--- src/rtl/fifo_rd_arbiter_pkg.sv ---
// Shared types and parameter defaults for the FIFO read-side arbiter.
package fifo_rd_arbiter_pkg;

  localparam int unsigned NumReqDefault    = 4;
  localparam int unsigned DataWidthDefault = 8;
  localparam int unsigned MaxBurstDefault  = 4;

  typedef enum logic {
    StIdle,
    StBurst
  } state_e;

endpackage

--- src/rtl/fifo_rd_arbiter_rr_pick.sv ---
// Round-robin priority picker: first requester above last_gnt, wrapping to index 0.
module rr_pick
  import fifo_rd_arbiter_pkg::*;
#(
  parameter int unsigned NUM_REQ = NumReqDefault,
  parameter int unsigned IDX_W   = $clog2(NumReqDefault)
) (
  input  logic [NUM_REQ-1:0] req,
  input  logic [IDX_W-1:0]   last_gnt,
  output logic [NUM_REQ-1:0] pick
);

  logic found;

  always_comb begin
    pick  = '0;
    found = 1'b0;
    // Upper segment first, then the wrapped-around lower segment.
    for (int j = 0; j < int'(NUM_REQ); j++) begin
      if (!found && req[j] && (j > int'(last_gnt))) begin
        pick[j] = 1'b1;
        found   = 1'b1;
      end
    end
    for (int j = 0; j < int'(NUM_REQ); j++) begin
      if (!found && req[j] && (j <= int'(last_gnt))) begin
        pick[j] = 1'b1;
        found   = 1'b1;
      end
    end
  end

endmodule

--- src/rtl/fifo_rd_arbiter.sv ---
// Burst-limited round-robin arbiter sharing one FIFO read port among NUM_REQ requesters.
module fifo_rd_arbiter
  import fifo_rd_arbiter_pkg::*;
#(
  parameter int unsigned NUM_REQ    = NumReqDefault,
  parameter int unsigned DATA_WIDTH = DataWidthDefault,
  parameter int unsigned MAX_BURST  = MaxBurstDefault
) (
  input  logic                  rclk,
  input  logic                  rrst,
  input  logic [NUM_REQ-1:0]    req,
  input  logic                  empty,
  input  logic [DATA_WIDTH-1:0] fifo_rdata,
  output logic                  r_en,
  output logic [NUM_REQ-1:0]    gnt,
  output logic [NUM_REQ-1:0]    rvalid,
  output logic [DATA_WIDTH-1:0] rdata,
  output logic                  busy
);

  localparam int unsigned IDX_W = $clog2(NUM_REQ);
  localparam int unsigned CNT_W = $clog2(MAX_BURST + 1);

  state_e             state_q, state_d;
  logic [NUM_REQ-1:0] gnt_q, gnt_d;
  logic [IDX_W-1:0]   last_q, last_d;
  logic [CNT_W-1:0]   cnt_q, cnt_d;
  logic [NUM_REQ-1:0] rvalid_q;
  logic [NUM_REQ-1:0] pick;
  logic               req_g;

  rr_pick #(
    .NUM_REQ (NUM_REQ),
    .IDX_W   (IDX_W)
  ) u_rr_pick (
    .req      (req),
    .last_gnt (last_q),
    .pick     (pick)
  );

  assign req_g = |(req & gnt_q);

  always_ff @(posedge rclk) begin
    if (rrst) begin
      state_q  <= StIdle;
      gnt_q    <= '0;
      last_q   <= IDX_W'(NUM_REQ - 1);
      cnt_q    <= '0;
      rvalid_q <= '0;
    end else begin
      state_q  <= state_d;
      gnt_q    <= gnt_d;
      last_q   <= last_d;
      cnt_q    <= cnt_d;
      // Strobe the owner of this cycle's read when its data arrives.
      rvalid_q <= r_en ? gnt_q : '0;
    end
  end

  always_comb begin
    state_d = state_q;
    gnt_d   = gnt_q;
    last_d  = last_q;
    cnt_d   = cnt_q;
    unique case (state_q)
      StIdle: begin
        if ((|req) && !empty) begin
          state_d = StBurst;
          gnt_d   = pick;
          cnt_d   = '0;
          for (int j = 0; j < int'(NUM_REQ); j++) begin
            if (pick[j]) last_d = IDX_W'(j);
          end
        end
      end
      StBurst: begin
        if (r_en) cnt_d = cnt_q + CNT_W'(1);
        if (!req_g || (r_en && (cnt_q == CNT_W'(MAX_BURST - 1)))) begin
          state_d = StIdle;
          gnt_d   = '0;
        end
      end
      default: state_d = StIdle;
    endcase
  end

  always_comb begin
    busy = (state_q == StBurst);
    r_en = busy && req_g && !empty && (cnt_q < CNT_W'(MAX_BURST));
  end

  assign gnt    = gnt_q;
  assign rvalid = rvalid_q;
  assign rdata  = fifo_rdata;

endmodule

--- config.mk ---
export PLATFORM = sky130hd
export DESIGN_NAME = fifo_rd_arbiter
export DESIGN_NICKNAME = d
export VERILOG_FILES = /design/src/rtl/fifo_rd_arbiter_pkg.sv /design/src/rtl/fifo_rd_arbiter_rr_pick.sv /design/src/rtl/fifo_rd_arbiter.sv
export SDC_FILE = /design/constraint.sdc
export NUM_CORES = 1
export LEC_CHECK = 0
export BUFFER_PORTS_ARGS = -buffer_cell sky130_fd_sc_hd__clkbuf_2
export CORE_ASPECT_RATIO = 1.25
export CORE_MARGIN = 4
export CORE_UTILIZATION = 35
export DETAILED_ROUTE_END_ITERATION = 16
export PLACE_DENSITY_LB_ADDON = 0.15
export SLEW_MARGIN = 10
export SYNTH_ARGS = -nofsm -noshare
export SYNTH_HDL_FRONTEND = slang
export SYNTH_SLANG_ARGS = --single-unit
--- constraint.sdc ---
create_clock -name rclk -period 3.4 [get_ports rclk]
set_input_delay 0.34 -clock rclk [delete_from_list [all_inputs] [get_ports rclk]]
set_output_delay 0.34 -clock rclk [all_outputs]
set_load 0.005 [all_outputs]
==> results.sh <==
export IMPL_tns_ps=0
export IMPL_postPlaceCellArea_um2=852
export IMPL_cts_resized=0
export IMPL_gp_congestion=0.775
export IMPL_drc=0
export IMPL_coreArea_um2=2210
export IMPL_status="finished clean"
export IMPL_grt_pass1_wl_um=2770
export IMPL_path_buf_inv=2
export IMPL_dieHeight_um=62.0
export IMPL_postRouteAntennaNets=0
export IMPL_yosysWarnings=0
export IMPL_ff2ff_path_depth=4
export IMPL_peakVddDrop_mv=0.285
export IMPL_tightestPinTransition_ps=520
export IMPL_ios=33
export IMPL_yosysSeqAreaShare=0.343
export IMPL_grt_overflow=0
export IMPL_start_util=0.370
export IMPL_worstSetupStartpoint="busy"
export IMPL_path_cells="inv_1, a2111oi_4, clkbuf_2"
export IMPL_placementRows=19
export IMPL_syn_num_nets=109
export IMPL_fin_crit_ps=1940
export IMPL_critPathKind="register to output port"
export IMPL_hold_buffers=0
export IMPL_avgSynthCellArea_um2=8.88
export IMPL_hpwl_um=1350
export IMPL_crit_family="compound AO/OA/AOI/OAI gates"
export IMPL_hp_class="input port to register"
export IMPL_cts_sinks=14
export IMPL_finalSetupViolCount=0
export IMPL_end_kind="output port"
export IMPL_slowest_delay_ps=500
export IMPL_antenna_found_initial=0
export IMPL_drt_wl_total_um=1760
export IMPL_r2r_start="busy"
export IMPL_p_leak_nw=0.392
export IMPL_start_kind="register"
export IMPL_io_buffers=16
export IMPL_track_usage=0.118
export IMPL_finalCritPeriodShare=0.569
export IMPL_cts_root_buf="clkbuf_4"
export IMPL_routedWlPerCell_um=13.4
export IMPL_dr_pass1_iters=4
export IMPL_netlist_area_um2=817
export IMPL_path_depth=3
export IMPL_maxSlewHeadroom=0.653
export IMPL_skew_ps=12.4
export IMPL_antennaDiodeCount=0
export IMPL_power_density_nw_per_um2=396
export IMPL_drt_iter0_markers=24
export IMPL_dpl_worst_slack_ps=1610
export IMPL_cp_slowest_cell="a2111oi_4"
export IMPL_finish_instance_area_um2=888
export IMPL_cap_viol_max_count=0
export IMPL_num_vias=682
export IMPL_crit_end="r_en"
export IMPL_fin_ws_ps=1460
export IMPL_r2r_end="cnt_q[2]"
export IMPL_cts_setup_buffers=0
export IMPL_path_max_fanout=9
export IMPL_regToRegSetupSlack_ps=1860
export IMPL_arrival_ps=1600
export IMPL_rsz0062_at_grt="false"
export IMPL_ys_seq_elements=14
export IMPL_design_die_area_um2=3180
export IMPL_finalMaxSlewViolations=0
export IMPL_fin_nets=118
export IMPL_htreeDepth=1
export IMPL_fmax_mhz=517
export IMPL_multi_input_area_um2=427
export IMPL_synth_cell_types=36
export IMPL_cts_buffers=3
export IMPL_holdWs_ps=370
export IMPL_grt_max_degree=13
export IMPL_critical_path_required_ps=3060
export IMPL_clock_tree_buffer_depth=2
export IMPL_vias_per_cell=5.21
export IMPL_clk_pin_slew_ps=90
export IMPL_area_delta_synth_final_pct=8.73
export IMPL_clock_latency_ps=280
export IMPL_top_usage_layer="met2"
export IMPL_hold_violations=0
export IMPL_grtUsageMet2=0.192
export IMPL_register_area_um2=280
export IMPL_cts_tree="built"
export IMPL_die_w_um=51.2
export IMPL_use_met1=0.148
export IMPL_met3_usage=0.0382
export IMPL_grt_pass1_vias=601
export IMPL_drive_gt1_frac=0.300
export IMPL_synthCells=92
export IMPL_fill_cells=247
worst min-delay path by stage:
stage | end | from | depth (start not counted)
2_1_floorplan | cnt_q[1] | cnt_q[1] | 2
3_3_place_gp | cnt_q[1] | cnt_q[1] | 2
3_5_place_dp | cnt_q[1] | cnt_q[1] | 2
4_1_cts | busy | rrst | 2
5_1_grt | busy | rrst | 2
6_report | busy | rrst | 2
cell families (layout without fill, tap and decap cells):
logic type / after synthesis / after routing / share of synthesized area
flip-flops: 14 / 14 / 0.343
buffers and inverters: 19 / 27 / 0.135
AO/OA/AOI/OAI: 30 / 30 / 0.317
adder cells (fa/ha/maj): 2 / 2 / 0.0306
AND/OR/NAND/NOR: 27 / 27 / 0.175
cells in the mapped netlist:
cell / n / share of area
or4_4: 1 / 0.014
buf_6: 1 / 0.014
ha_1: 2 / 0.031
a22oi_2: 2 / 0.031
a32o_2: 2 / 0.028
o21bai_1: 1 / 0.0092
and3_1: 4 / 0.031
o21a_1: 2 / 0.018
dfxtp_1: 14 / 0.34
nand2b_1: 1 / 0.0077
o32a_1: 1 / 0.012
nand3_1: 5 / 0.031
clkbuf_1: 2 / 0.0092
o21ai_0: 1 / 0.0061
nor2b_1: 2 / 0.015
o211ai_1: 1 / 0.0092
a41o_2: 1 / 0.014
a32o_1: 1 / 0.012
a21oi_2: 1 / 0.011
a211oi_2: 1 / 0.015
or2b_1: 1 / 0.0092
o2111ai_1: 1 / 0.011
buf_4: 8 / 0.074
inv_1: 7 / 0.032
buf_2: 1 / 0.0061
nand2_1: 6 / 0.028
a2111oi_4: 1 / 0.034
or2_1: 1 / 0.0077
o21ai_1: 1 / 0.0061
o21ba_2: 1 / 0.012
a21oi_1: 8 / 0.049
nor3_1: 1 / 0.0061
nor2_1: 4 / 0.018
o2bb2ai_1: 3 / 0.032
o22ai_1: 1 / 0.0077
and2_1: 1 / 0.0077
area by class of cell:
| cell class | count | share of cell area |
|---|---|---|
| Clock buffer | 4 | 0.0408 |
| Inverter | 7 | 0.0296 |
| Multi-Input combinational cell | 59 | 0.480 |
| Sequential cell | 14 | 0.315 |
| Tap cell | 31 | 0.0437 |
| Timing Repair Buffer | 16 | 0.0901 |
cell usage in the layout (no fill, tap or decap):
master / count
and2_1: 1
a21oi_2: 1
a21oi_1: 8
o32a_1: 1
o21bai_1: 1
ha_1: 2
o211ai_1: 1
a22oi_2: 2
nor2_1: 4
a41o_2: 1
o21a_1: 2
clkbuf_2: 16
a32o_1: 1
o2bb2ai_1: 3
or2b_1: 1
a211oi_2: 1
nand3_1: 5
a2111oi_4: 1
o21ba_2: 1
dfxtp_1: 14
o21ai_0: 1
o21ai_1: 1
clkbuf_4: 3
or4_4: 1
o2111ai_1: 1
nor3_1: 1
a32o_2: 2
and3_1: 4
clkbuf_8: 1
or2_1: 1
o22ai_1: 1
inv_1: 7
nand2b_1: 1
nand2_1: 6
nor2b_1: 2
sequential cells by signal, summed over array words and instances (netlist names):
register and count:
last_q 2, cnt_q 3, rvalid 4, gnt 4
busy 1
routing by layer:
metal / routed length (µm) / vias up
li1: - / 346
met1: 815 / 321
met2: 837 / 15
met3: 105 / 0
met4: 0 / 0
met5: 0 / -
metrics by stage:
step,power [mW],util,instances
after floorplan,0.226,-,92
after global placement,0.235,0.385,127
after detailed placement,0.235,0.385,127
after CTS,0.357,0.402,131
after global routing,0.374,0.402,131
final,0.352,0.402,131
power by group:
part	leakage [nW]	internal (mW)	switching (mW)
clock	0.0210	0.0651	0.0561
sequential	0.114	0.169	0.0104
combinational	0.258	0.0227	0.0282
total	0.392	0.257	0.0947
(Power assumes the default switching activity.)
